File: src/rtl/ov7670_reg_sequencer.sv
// Table-driven SCCB register sequencer: walks {addr,data} entries, one SCCB write per entry.
// Optional feature macro CFG_RETRY_EN: failed writes are retried up to MAX_RETRY extra times.
module ov7670_reg_sequencer #(
  parameter int unsigned NUM_REGS       = 64,
  parameter int unsigned IDX_W          = 6,
  parameter int unsigned DELAY_UNIT     = 1024,
  parameter int unsigned SETTLE_CYCLES  = 16,
  parameter int unsigned TIMEOUT_CYCLES = 65535,
  parameter int unsigned MAX_RETRY      = 3,
  parameter int unsigned AUTO_START     = 1
) (
  input  logic             clk,
  input  logic             rst,
  input  logic             start,
  output logic [IDX_W-1:0] tbl_idx,
  input  logic [15:0]      tbl_entry,
  output logic             sccb_start,
  output logic [7:0]       sccb_addr,
  output logic [7:0]       sccb_data,
  input  logic             sccb_done,
  input  logic             sccb_nack,
  output logic             busy,
  output logic             cfg_done,
  output logic             cfg_err,
  output logic [IDX_W-1:0] err_idx
);

`ifdef CFG_RETRY_EN
  localparam bit RETRY_EN = 1'b1;
`else
  localparam bit RETRY_EN = 1'b0;
`endif

  localparam logic [31:0]      SETTLE_LOAD  = (SETTLE_CYCLES == 0) ? 32'd0 : 32'(SETTLE_CYCLES - 1);
  localparam logic [31:0]      TIMEOUT_LAST = 32'(TIMEOUT_CYCLES - 1);
  localparam logic [IDX_W-1:0] LAST_IDX     = IDX_W'(NUM_REGS - 1);

  typedef enum logic [3:0] {
    S_IDLE, S_FETCH, S_ISSUE, S_WAIT, S_SETTLE, S_DELAY, S_RETRY, S_DONE, S_ERROR
  } state_t;

  state_t           state, state_n;
  logic [31:0]      cnt, cnt_n;
  logic [IDX_W-1:0] idx_n, err_idx_n;
  logic [7:0]       addr_n, data_n;
  logic [7:0]       retry_cnt, retry_n;
  logic             done_n, err_n;
  logic             pend, pend_n;
  logic             fail, step;
  logic [31:0]      delay_len;

  always_ff @(posedge clk) begin
    if (rst) begin
      state     <= S_IDLE;
      cnt       <= '0;
      tbl_idx   <= '0;
      sccb_addr <= '0;
      sccb_data <= '0;
      retry_cnt <= '0;
      cfg_done  <= 1'b0;
      cfg_err   <= 1'b0;
      err_idx   <= '0;
      pend      <= (AUTO_START != 0);
    end else begin
      state     <= state_n;
      cnt       <= cnt_n;
      tbl_idx   <= idx_n;
      sccb_addr <= addr_n;
      sccb_data <= data_n;
      retry_cnt <= retry_n;
      cfg_done  <= done_n;
      cfg_err   <= err_n;
      err_idx   <= err_idx_n;
      pend      <= pend_n;
    end
  end

  always_comb begin
    state_n   = state;
    cnt_n     = cnt;
    idx_n     = tbl_idx;
    addr_n    = sccb_addr;
    data_n    = sccb_data;
    retry_n   = retry_cnt;
    done_n    = cfg_done;
    err_n     = cfg_err;
    err_idx_n = err_idx;
    pend_n    = pend;
    fail      = 1'b0;
    step      = 1'b0;
    delay_len = 32'(tbl_entry[7:0]) * DELAY_UNIT;

    case (state)
      S_IDLE: begin
        // pend carries the post-reset auto start and restarts requested from DONE/ERROR
        if (start || pend) begin
          pend_n  = 1'b0;
          done_n  = 1'b0;
          err_n   = 1'b0;
          idx_n   = '0;
          state_n = S_FETCH;
        end
      end
      S_FETCH: begin
        retry_n = '0;
        if (tbl_entry == 16'hFFFF) begin
          done_n  = 1'b1;
          state_n = S_DONE;
        end else if (tbl_entry[15:8] == 8'hF0) begin
          cnt_n   = (tbl_entry[7:0] == 8'd0) ? 32'd0 : delay_len - 32'd1;
          state_n = S_DELAY;
        end else begin
          addr_n  = tbl_entry[15:8];
          data_n  = tbl_entry[7:0];
          state_n = S_ISSUE;
        end
      end
      S_ISSUE: begin
        cnt_n   = '0;
        state_n = S_WAIT;
      end
      S_WAIT: begin
        // done takes priority over a timeout landing in the same cycle
        if (sccb_done) begin
          if (sccb_nack) begin
            fail = 1'b1;
          end else begin
            cnt_n   = SETTLE_LOAD;
            state_n = S_SETTLE;
          end
        end else if (TIMEOUT_CYCLES != 0 && cnt == TIMEOUT_LAST) begin
          fail = 1'b1;
        end else begin
          cnt_n = cnt + 32'd1;
        end
      end
      S_SETTLE, S_DELAY: begin
        if (cnt == '0) step = 1'b1;
        else           cnt_n = cnt - 32'd1;
      end
      S_RETRY: begin
        if (cnt == '0) state_n = S_ISSUE;
        else           cnt_n = cnt - 32'd1;
      end
      S_DONE, S_ERROR: begin
        if (start) begin
          pend_n  = 1'b1;
          state_n = S_IDLE;
        end
      end
      default: state_n = S_IDLE;
    endcase

    if (step) begin
      if (tbl_idx == LAST_IDX) begin
        done_n  = 1'b1;
        state_n = S_DONE;
      end else begin
        idx_n   = tbl_idx + IDX_W'(1);
        state_n = S_FETCH;
      end
    end

    if (fail) begin
      if (RETRY_EN && (32'(retry_cnt) < MAX_RETRY)) begin
        retry_n = retry_cnt + 8'd1;
        cnt_n   = SETTLE_LOAD;
        state_n = S_RETRY;
      end else begin
        err_n     = 1'b1;
        err_idx_n = tbl_idx;
        state_n   = S_ERROR;
      end
    end
  end

  assign sccb_start = (state == S_ISSUE);
  assign busy       = !(state inside {S_IDLE, S_DONE, S_ERROR});

endmodule

File: config.mk
export PLATFORM = sky130hd
export DESIGN_NAME = ov7670_reg_sequencer
export DESIGN_NICKNAME = d
export VERILOG_FILES = /design/src/rtl/ov7670_reg_sequencer.sv
export SDC_FILE = /design/constraint.sdc
export NUM_CORES = 1
export LEC_CHECK = 0
export CORE_ASPECT_RATIO = 2
export CORE_MARGIN = 3
export CORE_UTILIZATION = 62
export CTS_BUF_LIST = sky130_fd_sc_hd__clkbuf_4 sky130_fd_sc_hd__clkbuf_8
export DETAILED_ROUTE_END_ITERATION = 8
export GPL_ROUTABILITY_DRIVEN = 1
export PLACE_DENSITY = 0.9
export SYNTH_ARGS = -nofsm -noshare
export SYNTH_HDL_FRONTEND = slang
export SYNTH_SLANG_ARGS = --single-unit
File: constraint.sdc
create_clock -name clk -period 4.5 [get_ports clk]
set_clock_uncertainty 0.15 [all_clocks]
set_input_delay 0.9 -clock clk [delete_from_list [all_inputs] [get_ports clk]]
set_output_delay 0.9 -clock clk [all_outputs]
set_load 0.02 [all_outputs]
==> results of run 1 <==
==> flip-flops by register name, indices dropped and copies added (netlist names) <==
name / flops
cnt: 32
sccb_addr: 8
sccb_data: 8
err_idx: 6
tbl_idx: 6
state: 4
cfg_done: 1
cfg_err: 1
pend: 1
==> where the power goes <==
part	switching (mW)	leakage, nW	internal (mW)
sequential	0.213	0.546	0.713
clock	0.260	0.116	0.344
combinational	1.11	1.14	0.645
==> placed cells by master (no fill, tap or decap), types with 7 or more instances in the layout <==
master,count
sky130_fd_sc_hd__nor2_1,75
sky130_fd_sc_hd__dfxtp_1,67
sky130_fd_sc_hd__nand2_1,51
sky130_fd_sc_hd__clkdlybuf4s50_1,51
sky130_fd_sc_hd__a21oi_1,42
sky130_fd_sc_hd__o21ai_0,39
sky130_fd_sc_hd__nor3_1,31
sky130_fd_sc_hd__nand3_1,28
sky130_fd_sc_hd__mux2i_1,25
sky130_fd_sc_hd__nand4_1,17
sky130_fd_sc_hd__nor4_1,16
sky130_fd_sc_hd__inv_1,15
sky130_fd_sc_hd__or3_1,12
sky130_fd_sc_hd__buf_4,12
sky130_fd_sc_hd__and3_1,11
sky130_fd_sc_hd__o21ai_1,11
sky130_fd_sc_hd__clkbuf_8,11
sky130_fd_sc_hd__a31oi_1,8
sky130_fd_sc_hd__a211oi_1,8
sky130_fd_sc_hd__xnor2_1,8
sky130_fd_sc_hd__nand2b_1,7
==> per-layer routing <==
metal,wire length [µm],up-vias
met5,0,-
met1,5460,2569
met2,8170,416
met4,1190,0
li1,-,2454
met3,1310,118
==> area by class of cell <==
cell class,count,area [µm²]
clock buffers,11,151
flip-flops and latches,67,1340
clock inverters,5,85.1
repair buffers,64,606
fillers,524,1840
multi-input cells,507,3130
well taps,92,115
inverters,15,56.3
==> cell families (layout without fill, tap and decap cells) <==
| logic type | after synthesis | count (layout) | synth area share |
|---|---|---|---|
| xor gates and xnor gates | 13 | 13 | 0.0241 |
| adders and majority gates | 6 | 6 | 0.0159 |
| AOI/OAI and AO/OA | 177 | 177 | 0.251 |
| buffers and inverters | 64 | 95 | 0.0553 |
| DFF | 67 | 67 | 0.284 |
| muxes | 28 | 28 | 0.0648 |
| and+or+nand+nor | 283 | 283 | 0.305 |
==> worst paths after layout <==
kind,startpoint,endpoint,slack [ns]
max,tbl_entry[8],cnt[10],0.92
min,err_idx[0],err_idx[0],0.36
max reg2reg,cnt[0],cnt[26],1.07
min reg2reg,err_idx[0],err_idx[0],0.36
==> critical path: cells and delay by family <==
family / cells / cell delay [ns]
AOI/OAI and AO/OA: 4 / 1.20
and+or+nand+nor: 2 / 0.87
buffers and inverters: 2 / 0.73
==> per-stage QoR <==
stage	utilization	cells	cell area, µm²	hold slack, ns	setup slack [ns]
after floorplan	-	638	4730	0.359	1.52
after global placement	0.717	745	5250	0.320	0.765
after detailed placement	0.717	745	5250	0.338	0.702
after CTS	0.749	761	5480	0.364	0.991
after global routing	0.749	761	5480	0.382	0.698
final	0.749	761	5480	0.358	0.916
==> flow_summary.ini, run 1 <==
[yosys]
yosysUniqueCellTypes = 71
synth_async_sr_flop_share = 0
syn_avg_cell_area_um2 = 7.41
list_of_most_frequent_post_synthesis_cells = sky130_fd_sc_hd__nor2_1 (76), sky130_fd_sc_hd__dfxtp_1 (67), sky130_fd_sc_hd__nand2_1 (51), sky130_fd_sc_hd__a21oi_1 (42), sky130_fd_sc_hd__clkbuf_1 (40)
synth_flop_cell = sky130_fd_sc_hd__dfxtp_1
synth_top_area_cells = sky130_fd_sc_hd__dfxtp_1 (28%), sky130_fd_sc_hd__nor2_1 (6.0%), sky130_fd_sc_hd__mux2i_1 (5.3%)
post_synth_edffs = 0
synth_top_cell_area_share = 0.284
synth.net_count = 665
syn-instance-count = 638
postSynthRegisterBits = 67
synth_sequential_area_ratio = 0.284
yosysMostFrequentCell = sky130_fd_sc_hd__nor2_1
yosys_warnings = 0
syn_area_um2 = 4730
post-synth-top-area-cell = sky130_fd_sc_hd__dfxtp_1

[critical_path]
cp_slowest_cell = sky130_fd_sc_hd__or4_1
arrival_ns = 3.71
worst-endpoint-required_ns = 4.62
cpMostUsedCell = sky130_fd_sc_hd__o21ai_0
worst_setup_path_end_kind = flip-flop
cell_chain_of_the_critical_path = clkdlybuf4s50_1, or4_1, nor3_1, o21ai_0, o21ba_1, buf_4, o21ai_0, a221oi_1
criticalPathCategory = input port to flip-flop
crit_path_max_fanout = 11
worst_path_largest_cell_delay_ns = 0.62
reg2reg_depth = 9
nature_of_the_critical_path_startpoint = input port

[min_path]
hold_depth = 2
hold_path_class = flip-flop to flip-flop

[sta]
timing.final.setup_violations = 0
worst_pin_slew_ns = 1.21
finalSetupTns_ns = 0
fmaxAchievable_mhz = 279
maxSlewViolCount = 0
share_of_the_clock_period_used_by_the_worst_path = 0.796
final.min_clock_period_ns = 3.58
timing_hold_violations_final = 0
slew_headroom = 0.193
rsz0062_at_grt = no

[clock_network]
post_cts_resize_count = 0
clock_latency_ns = 0.36
cts.hold.buffers_added = 0
max_clock_buf_depth = 2
clkSinkCount = 67
cts_tree = done
worst_setup_hold_path_clk_slew_ns = 0.08
clockRootBuffer = sky130_fd_sc_hd__clkbuf_8
cts_setup_buffers = 0
tritoncts.num_buffers = 9
cts-htree-levels = 3

[power_and_ir_drop]
power_per_cell_area_nw_per_um2 = 600
finalPower_mw = 3.29
vdd_ir_drop_max_uv = 550
total_leakage_power_nw = 1.81

[route]
vias_per_cell = 7.30
drtPass1Iterations = 6
detail-route-antenna-nets = 0
wirelength_um = 16100
wl_per_cell_um = 21.2
detail_route.drc_violations = 0
vias = 5557
detailedRoute.firstIterationViolations = 699

[run_status]
outcome = finished, final reports clean

[grt]
first_global_vias = 5402
grt_overflow_total = 0
grt_start_max_net_pins = 38
globalRouteMet1Util = 0.413
grt_first_pass_wirelength_um = 26300
busiest_metal_layer_after_global_routing = met2
grt_antenna_before_repair = 0
groute.layer.met3.usage = 0.0971
groute.usage.overall = 0.395
groute.layer.met2.usage = 0.657

[floorplanning]
placement_rows = 44
die-height_um = 130
floorplan.die.width_um = 67.8
design.core.area_um2 = 7320
start_util = 0.646
pin_count = 53
floorplan.die_area_um2 = 8770

[finish]
num_antenna_cells = 0
nNetsFinal = 691
areaGrowthSynthToFinish_pct = 16.0
drive_gt1_frac = 0.0717

[flow_run]
maxCapViolCount = 0

[place]
place.port_buffers = 52
routability_congestion = 1.01
hpwl_um = 11400
Note: power is estimated with default switching activity, not from simulation.
==> inputs of run 2 (changes only) <==
CORE_UTILIZATION = 53   (was 62)
PLACE_DENSITY = 0.82   (was 0.9)
clock period = 3.2 ns   (was 4.5 ns; I/O delays follow)
==> run 2 against run 1 <==
Against the previous run: worst setup slack got worse by 0.70 ns; clock power rose by 21%; non-clock buffer count rose by 25; sequential share of layout area fell by 0.75 points; total power rose by 44%; critical path type is now flip-flop to flip-flop; critical endpoint is now tbl_idx[4]; highest routed layer unchanged.
==> flow_summary.ini, run 2 (synthesized netlist as in run 1, its figures left out) <==
[clock_network]
clkSinkCount = 67
clock_latency_ns = 0.35
max_clock_buf_depth = 2
worst_setup_hold_path_clk_slew_ns = 0.08
clockRootBuffer = sky130_fd_sc_hd__clkbuf_8
cts.hold.buffers_added = 0
cts_setup_buffers = 0
cts-htree-levels = 3
tritoncts.num_buffers = 9
post_cts_resize_count = 0
cts_tree = done

[min_path]
hold_path_class = flip-flop to flip-flop
hold_start = sccb_data[4]
hold_depth = 2
worst_hold_path.endpoint = sccb_data[4]

[floorplanning]
floorplan.die_area_um2 = 10200
start_util = 0.547
pin_count = 53
placement_rows = 48
design.core.area_um2 = 8650
floorplan.die.width_um = 72.8
die-height_um = 140

[sta]
finalSetupTns_ns = 0
timing_hold_violations_final = 0
final.min_clock_period_ns = 2.98
fmaxAchievable_mhz = 336
worst_slack_ns = 0.221
rsz0062_at_grt = no
share_of_the_clock_period_used_by_the_worst_path = 0.931
worst_pin_slew_ns = 0.626
maxSlewViolCount = 0
slew_headroom = 0.579
timing.final.setup_violations = 0

[finish]
max_flop_register = cnt
postLayoutCoreUtil = 0.654
largest_reg_flops = 32
layoutNonFillerInstCount = 794
nNetsFinal = 716
mostFrequentLayoutCells = sky130_fd_sc_hd__nor2_1 (75), sky130_fd_sc_hd__dfxtp_1 (67), sky130_fd_sc_hd__nand2_1 (51), sky130_fd_sc_hd__clkdlybuf4s50_1 (51), sky130_fd_sc_hd__a21oi_1 (42)
final_common_cell = sky130_fd_sc_hd__nor2_1
areaGrowthSynthToFinish_pct = 19.6
drive_gt1_frac = 0.105
reg.largest.list = cnt x32, sccb_addr x8, sccb_data x8
num_antenna_cells = 0

[critical_path]
arrival_ns = 3.09
criticalPathCategory = flip-flop to flip-flop
worst_setup_path_end_kind = flip-flop
cell_chain_of_the_critical_path = or4_4, or3_4, or4_4, nor2_1, a21oi_1, a311oi_1
cp_slowest_cell = sky130_fd_sc_hd__or4_4
nature_of_the_critical_path_startpoint = flip-flop
reg2reg_depth = 6
cpMostUsedCell = sky130_fd_sc_hd__or4_4
r2r_start = cnt[26]
capturing_point_of_the_worst_reg2reg_path = tbl_idx[4]
worst-endpoint-required_ns = 3.32
timing.reg2reg.setup_slack_ns = 0.22
crit_path_max_fanout = 9
worst_path_largest_cell_delay_ns = 0.63

[grt]
grt_first_pass_wirelength_um = 26200
grt_start_max_net_pins = 36
first_global_vias = 5407
grt_overflow_total = 0
groute.usage.overall = 0.323
grt_antenna_before_repair = 0

[route]
vias_per_cell = 6.91
wirelength_um = 16100
drtPass1Iterations = 7
detail_route.drc_violations = 0
wl_per_cell_um = 20.2
route.layer.met1.wl_um = 5470
wl_met3_um = 1060
detail-route-antenna-nets = 0
detailedRoute.firstIterationViolations = 533
top_signal_layer_used = met4
vias = 5483
met2_wirelength_um = 8390

[place]
routability_congestion = 0.967
hpwl_um = 11900
pre_cts_slack_ns = 0.0512
dp.cells = 778
place.port_buffers = 52

[power_and_ir_drop]
power_per_cell_area_nw_per_um2 = 835
vdd_ir_drop_max_uv = 548
total_leakage_power_nw = 1.91
finalPower_mw = 4.73

[run_status]
outcome = finished, final reports clean

[flow_run]
maxCapViolCount = 0
-- run 2: through the flow --
stage / hold slack (ns) / instance area, µm²
5_1_grt: 0.380 / 5660
2_1_floorplan: 0.359 / 4730
4_1_cts: 0.352 / 5660
3_5_place_dp: 0.332 / 5460
3_3_place_gp: 0.324 / 5460
6_report: 0.347 / 5660
-- run 2: layer usage --
metal / up-vias / track usage
met1: 2546 / 0.331
met3: 103 / 0.0528
li1: 2505 / -
met2: 329 / 0.567
met4: 0 / 0.227
met5: - / 0
-- run 2: critical path: cells and delay by family (launching register included) --
kind / cells / cell delay [ns]
AND/OR/NAND/NOR: 4 / 1.94
flip-flops: 1 / 0.41
AO/OA/AOI/OAI: 2 / 0.39
-- run 2: where the power goes --
| part | internal, mW | total (mW) | switching [mW] |
|---|---|---|---|
| registers | 1.00 | 1.27 | 0.268 |
| clock network | 0.363 | 0.728 | 0.364 |
| logic | 1.09 | 2.73 | 1.64 |
-- run 2: final cells by class --
cell class                      count  area, µm²
Multi-Input combinational cell    507       3130
Fill cell                         763       2990
Tap cell                          100        125
Timing Repair Buffer               89        806
Clock inverter                      7       76.3
Clock buffer                        9        124
Inverter                           15       56.3
Sequential cell                    67       1340
-- run 2: how the worst max path moves through the flow --
stage / from / to / slack [ns]
6_report: cnt[26] / tbl_idx[4] / 0.22
5_1_grt: cnt[26] / tbl_idx[4] / 0.03
4_1_cts: cnt[26] / tbl_idx[4] / 0.26
3_5_place_dp: tbl_entry[9] / cnt[20] / 0.05
3_3_place_gp: tbl_entry[9] / cnt[20] / 0.1
2_1_floorplan: cnt[0] / state[2] / 0.22
==> inputs of run 3 (changes only) <==
CTS_CLUSTER_SIZE = 20   (was not set)
==> results of run 3 <==
Same layout as run 2: the final DEF is identical, and so are final timing and power.
==> patch 1 (flow settings as in run 2) <==
`AUTO_START`: 1 -> 0.
--- a/src/rtl/ov7670_reg_sequencer.sv
+++ b/src/rtl/ov7670_reg_sequencer.sv
@@ -9,3 +9,3 @@
   parameter int unsigned MAX_RETRY      = 3,
-  parameter int unsigned AUTO_START     = 1
+  parameter int unsigned AUTO_START     = 0
 ) (
Check against the original RTL: not equivalent (Yosys sat finds a counterexample within 4 cycles, from zero or initial values and one cycle with rst high).
==> patch 1 against run 2 <==
Critical path depth rose by 3. First-iteration DRC count is 43% higher. Design area is 2.1% higher. Area after synthesis is 1.4% higher. Worst setup slack got worse by 0.094 ns. Global-route usage is 0.34 points higher. Power up 7.5%. Sequential cell count unchanged. Wire length is 1.3% higher. Critical path type unchanged.
==> patch 1: results <==
{
  "outcome": "finished, final reports clean",
  "n_clock_buffer": 15,
  "routedLengthMet1_um": 5740,
  "synth_area_leaders": "dfxtp_1 28%, a21oi_1 5.8%, nand2_1 4.9%",
  "arrival_ns": 3.15,
  "powerComb_w": 0.00303,
  "clkCellAreaFrac_pct": 3.45,
  "hp-start": "sccb_data[6]$_SDFFE_PP0P_",
  "final_nets": 730,
  "pre_cts_slack_ns": 0.00136,
  "slowest_stage": "or3_4",
  "startpoint": "cnt[0]$_SDFFE_PP0P_",
  "gp_congestion": 0.970,
  "wire_per_inst_um": 20.1,
  "drt_iter0_markers": 760,
  "instances_no_fill": 808,
  "relSlewSlack_pct": 36.0,
  "endpoint": "state[2]$_SDFFE_PP0P_",
  "yosysSeqAreaShare_pct": 28.0,
  "finalPower_w": 0.00508,
  "dr.pass1.iters": 6,
  "nNonClkInverters": 14,
  "slowest_delay_ns": 0.43,
  "grt_usage_pct": 32.6,
  "met2_usage_pct": 55.5,
  "whs_ns": 0.329,
  "vias": 5696,
  "stdcell_area_sq_um": 5770,
  "ys_types": 74,
  "syn_nets": 676,
  "r2r_end": "state[2]$_SDFFE_PP0P_",
  "ff2ff_path_depth": 9,
  "use_met3_pct": 6.39,
  "grt_max_degree": 58,
  "vdd_drop_max_mv": 0.508,
  "holdPathEnd": "sccb_data[6]$_SDFFE_PP0P_",
  "num-nonclk-buffers": 97,
  "final_layout_size_suffix_gt1_share_pct": 11.6,
  "dp_hpwl_um": 11400,
  "power.leakage_nw": 2.00,
  "multi_input_area_sq_um": 3180,
  "dr_wl_met2_um": 8220,
  "grt_pass1_vias": 5540,
  "worstPathMaxFanout": 7,
  "buf_share_pct": 15.2,
  "place_inst": 792,
  "synth_common_cells": "67 x dfxtp_1, 62 x nand2_1, 56 x a21oi_1, 46 x nor2_1, 42 x clkbuf_1",
  "grt_pass1_wl_um": 26700,
  "avgSynthCellArea_sq_um": 7.39,
  "power_switching_w": 0.00249,
  "fillers": 734
}
[patch 1: cell types whose count changed in the layout (fill, tap and decap cells not counted), moves of 5 or more]
cell	before	now
o31ai_1	4	14
nand2_1	51	62
a31oi_1	8	13
o311ai_0	2	9
mux2i_1	25	10
o21ai_1	11	1
xnor2_1	8	3
a21oi_1	42	56
nor2_1	75	46
or3_1	12	7
buf_4	36	43
[patch 1: critical path, delay by kind of cell (launching register included)]
kind	cells	cell delay [ns]
AND/OR/NAND/NOR	5	1.41
buffers and inverters	2	0.39
AO/OA/AOI/OAI	1	0.38
flip-flops	1	0.37
adder cells (fa/ha/maj)	1	0.26
[patch 1: kinds of logic after synthesis]
family	share of synthesized area, %
xor+xnor	2.19
compound gates	29.0
buf+inv	5.90
mux	2.56
fa+ha+maj	1.57
flops	28.0
simple gates	30.8
==> patch 2 (settings of run 2) <==
Made on the original files. Reset style: asynchronous (`rst`), changed in one clocked block.
--- a/src/rtl/ov7670_reg_sequencer.sv
+++ b/src/rtl/ov7670_reg_sequencer.sv
@@ -51,3 +51,3 @@
 
-  always_ff @(posedge clk) begin
+  always_ff @(posedge clk or posedge rst) begin
     if (rst) begin
Function: differs if rst is asserted again (counterexample within 4 cycles, from zero or initial values and one cycle with rst high); with rst held inactive, the same outputs for 10 cycles.
==> patch 2 against run 2 <==
Sequential cell count unchanged. Global-route usage increased by 2.6 points. Design area increased by 7.3%. Die area increased by 3.4%. Non-clock buffer count increased by 24. Area after synthesis increased by 3.6%. Wire length increased by 10%. Via count increased by 0.77%. Power increased by 11%. Worst setup slack got worse by 0.072 ns. Critical path depth unchanged.
==> patch 2: results <==
{
  "dp_hpwl_um": 13000,
  "period_minus_slack_ns": 3.05,
  "vdd_drop_max_mv": 0.726,
  "placed_cell_area_sq_um": 5860,
  "grt_pass1_vias": 5484,
  "grt_max_degree": 68,
  "synth_area_leaders": "dfrtp_1 34%, mux2_2 5.1%, nor2_1 3.9%",
  "ys_types": 76,
  "power.leakage_nw": 2.38,
  "worstPathMaxFanout": 6,
  "drt_iter0_markers": 730,
  "dr.pass1.iters": 8,
  "relSlewSlack_pct": 17.4,
  "grt_pass1_wl_um": 28100,
  "syn_nets": 612,
  "grt_usage_pct": 34.9,
  "synth_common_cells": "66 x dfrtp_1, 51 x nor2_1, 38 x nand2_1, 35 x clkbuf_1, 35 x nor3_1",
  "final_layout_size_suffix_gt1_share_pct": 18.1,
  "pre_cts_slack_ns": -0.0737,
  "outcome": "finished, final reports clean",
  "gp_congestion": 1.03,
  "regToRegSetupSlack_ns": 0.15,
  "final_nets": 692,
  "wire_per_inst_um": 22.9,
  "whs_ns": 0.349,
  "viasPerCell": 7.16,
  "hp-class": "reg -> reg",
  "yosysSeqAreaShare_pct": 34.3
}
==> patch 2: cells by family after synthesis <==
logic type	after synthesis	synth area share, %
flip-flops	67	34.3
XOR/XNOR	16	2.86
multiplexers	24	5.47
adder cells (fa/ha/maj)	6	1.53
AO/OA/AOI/OAI	177	24.8
buffers and inverters	55	4.60
AND/OR/NAND/NOR	240	26.5
==> patch 2: path summary, 6_finish.rpt <==
check / endpoint / startpoint / cells past startpoint
max: state[1]$_DFFE_PP0P_ / cnt[19]$_DFFE_PP0P_ / 6
min: cfg_err$_DFFE_PP0P_ / cfg_err$_DFFE_PP0P_ / 1
max reg2reg: state[1]$_DFFE_PP0P_ / cnt[19]$_DFFE_PP0P_ / 6
min reg2reg: cfg_err$_DFFE_PP0P_ / cfg_err$_DFFE_PP0P_ / 1
max in group asynchronous: pend$_DFFE_PP1P_ / rst / 3
min in group asynchronous: sccb_addr[2]$_DFFE_PP0P_ / rst / 3
==> patch 2: power by group <==
part,internal (W),switching (W),total (W),leakage (nW)
clock network,0.000377,0.000380,0.000757,0.101
logic,0.00130,0.00179,0.00310,1.43
registers,0.00113,0.000275,0.00141,0.850
total,0.00281,0.00245,0.00526,2.38
==> patch 2: layout make-up <==
type	instances	area [sq um]
multi-input combinational	463	3000
timing repair buffer	113	1020
clock inverter	6	72.6
fill	724	2940
tap	102	128
inverter	11	41.3
sequential	67	1680
clock buffer	10	131
==> patch 2: metrics by stage <==
stage	total power [W]	std cells
floorplan	0.00318	585
global placement	0.00432	756
detailed placement	0.00440	756
CTS	0.00516	772
global route	0.00551	772
finish	0.00526	772
==> patch 2: worst max-delay path: cells and delay by family (launching register included) <==
family          cells  cell delay [ns]
simple gates        4             1.83
compound gates      2             0.51
flops               1             0.43
==> patch 2: metal layers <==
| layer | routed length [um] | share of wire, % | GRT usage [%] | up-vias |
|---|---|---|---|---|
| met5 | 0 | 0 | 0 | - |
| met4 | 1420 | 8.0 | 24.0 | 0 |
| met3 | 1140 | 6.5 | 6.01 | 129 |
| met2 | 9290 | 53 | 60.3 | 355 |
| met1 | 5820 | 33 | 37.0 | 2621 |
| li1 | - | - | - | 2420 |
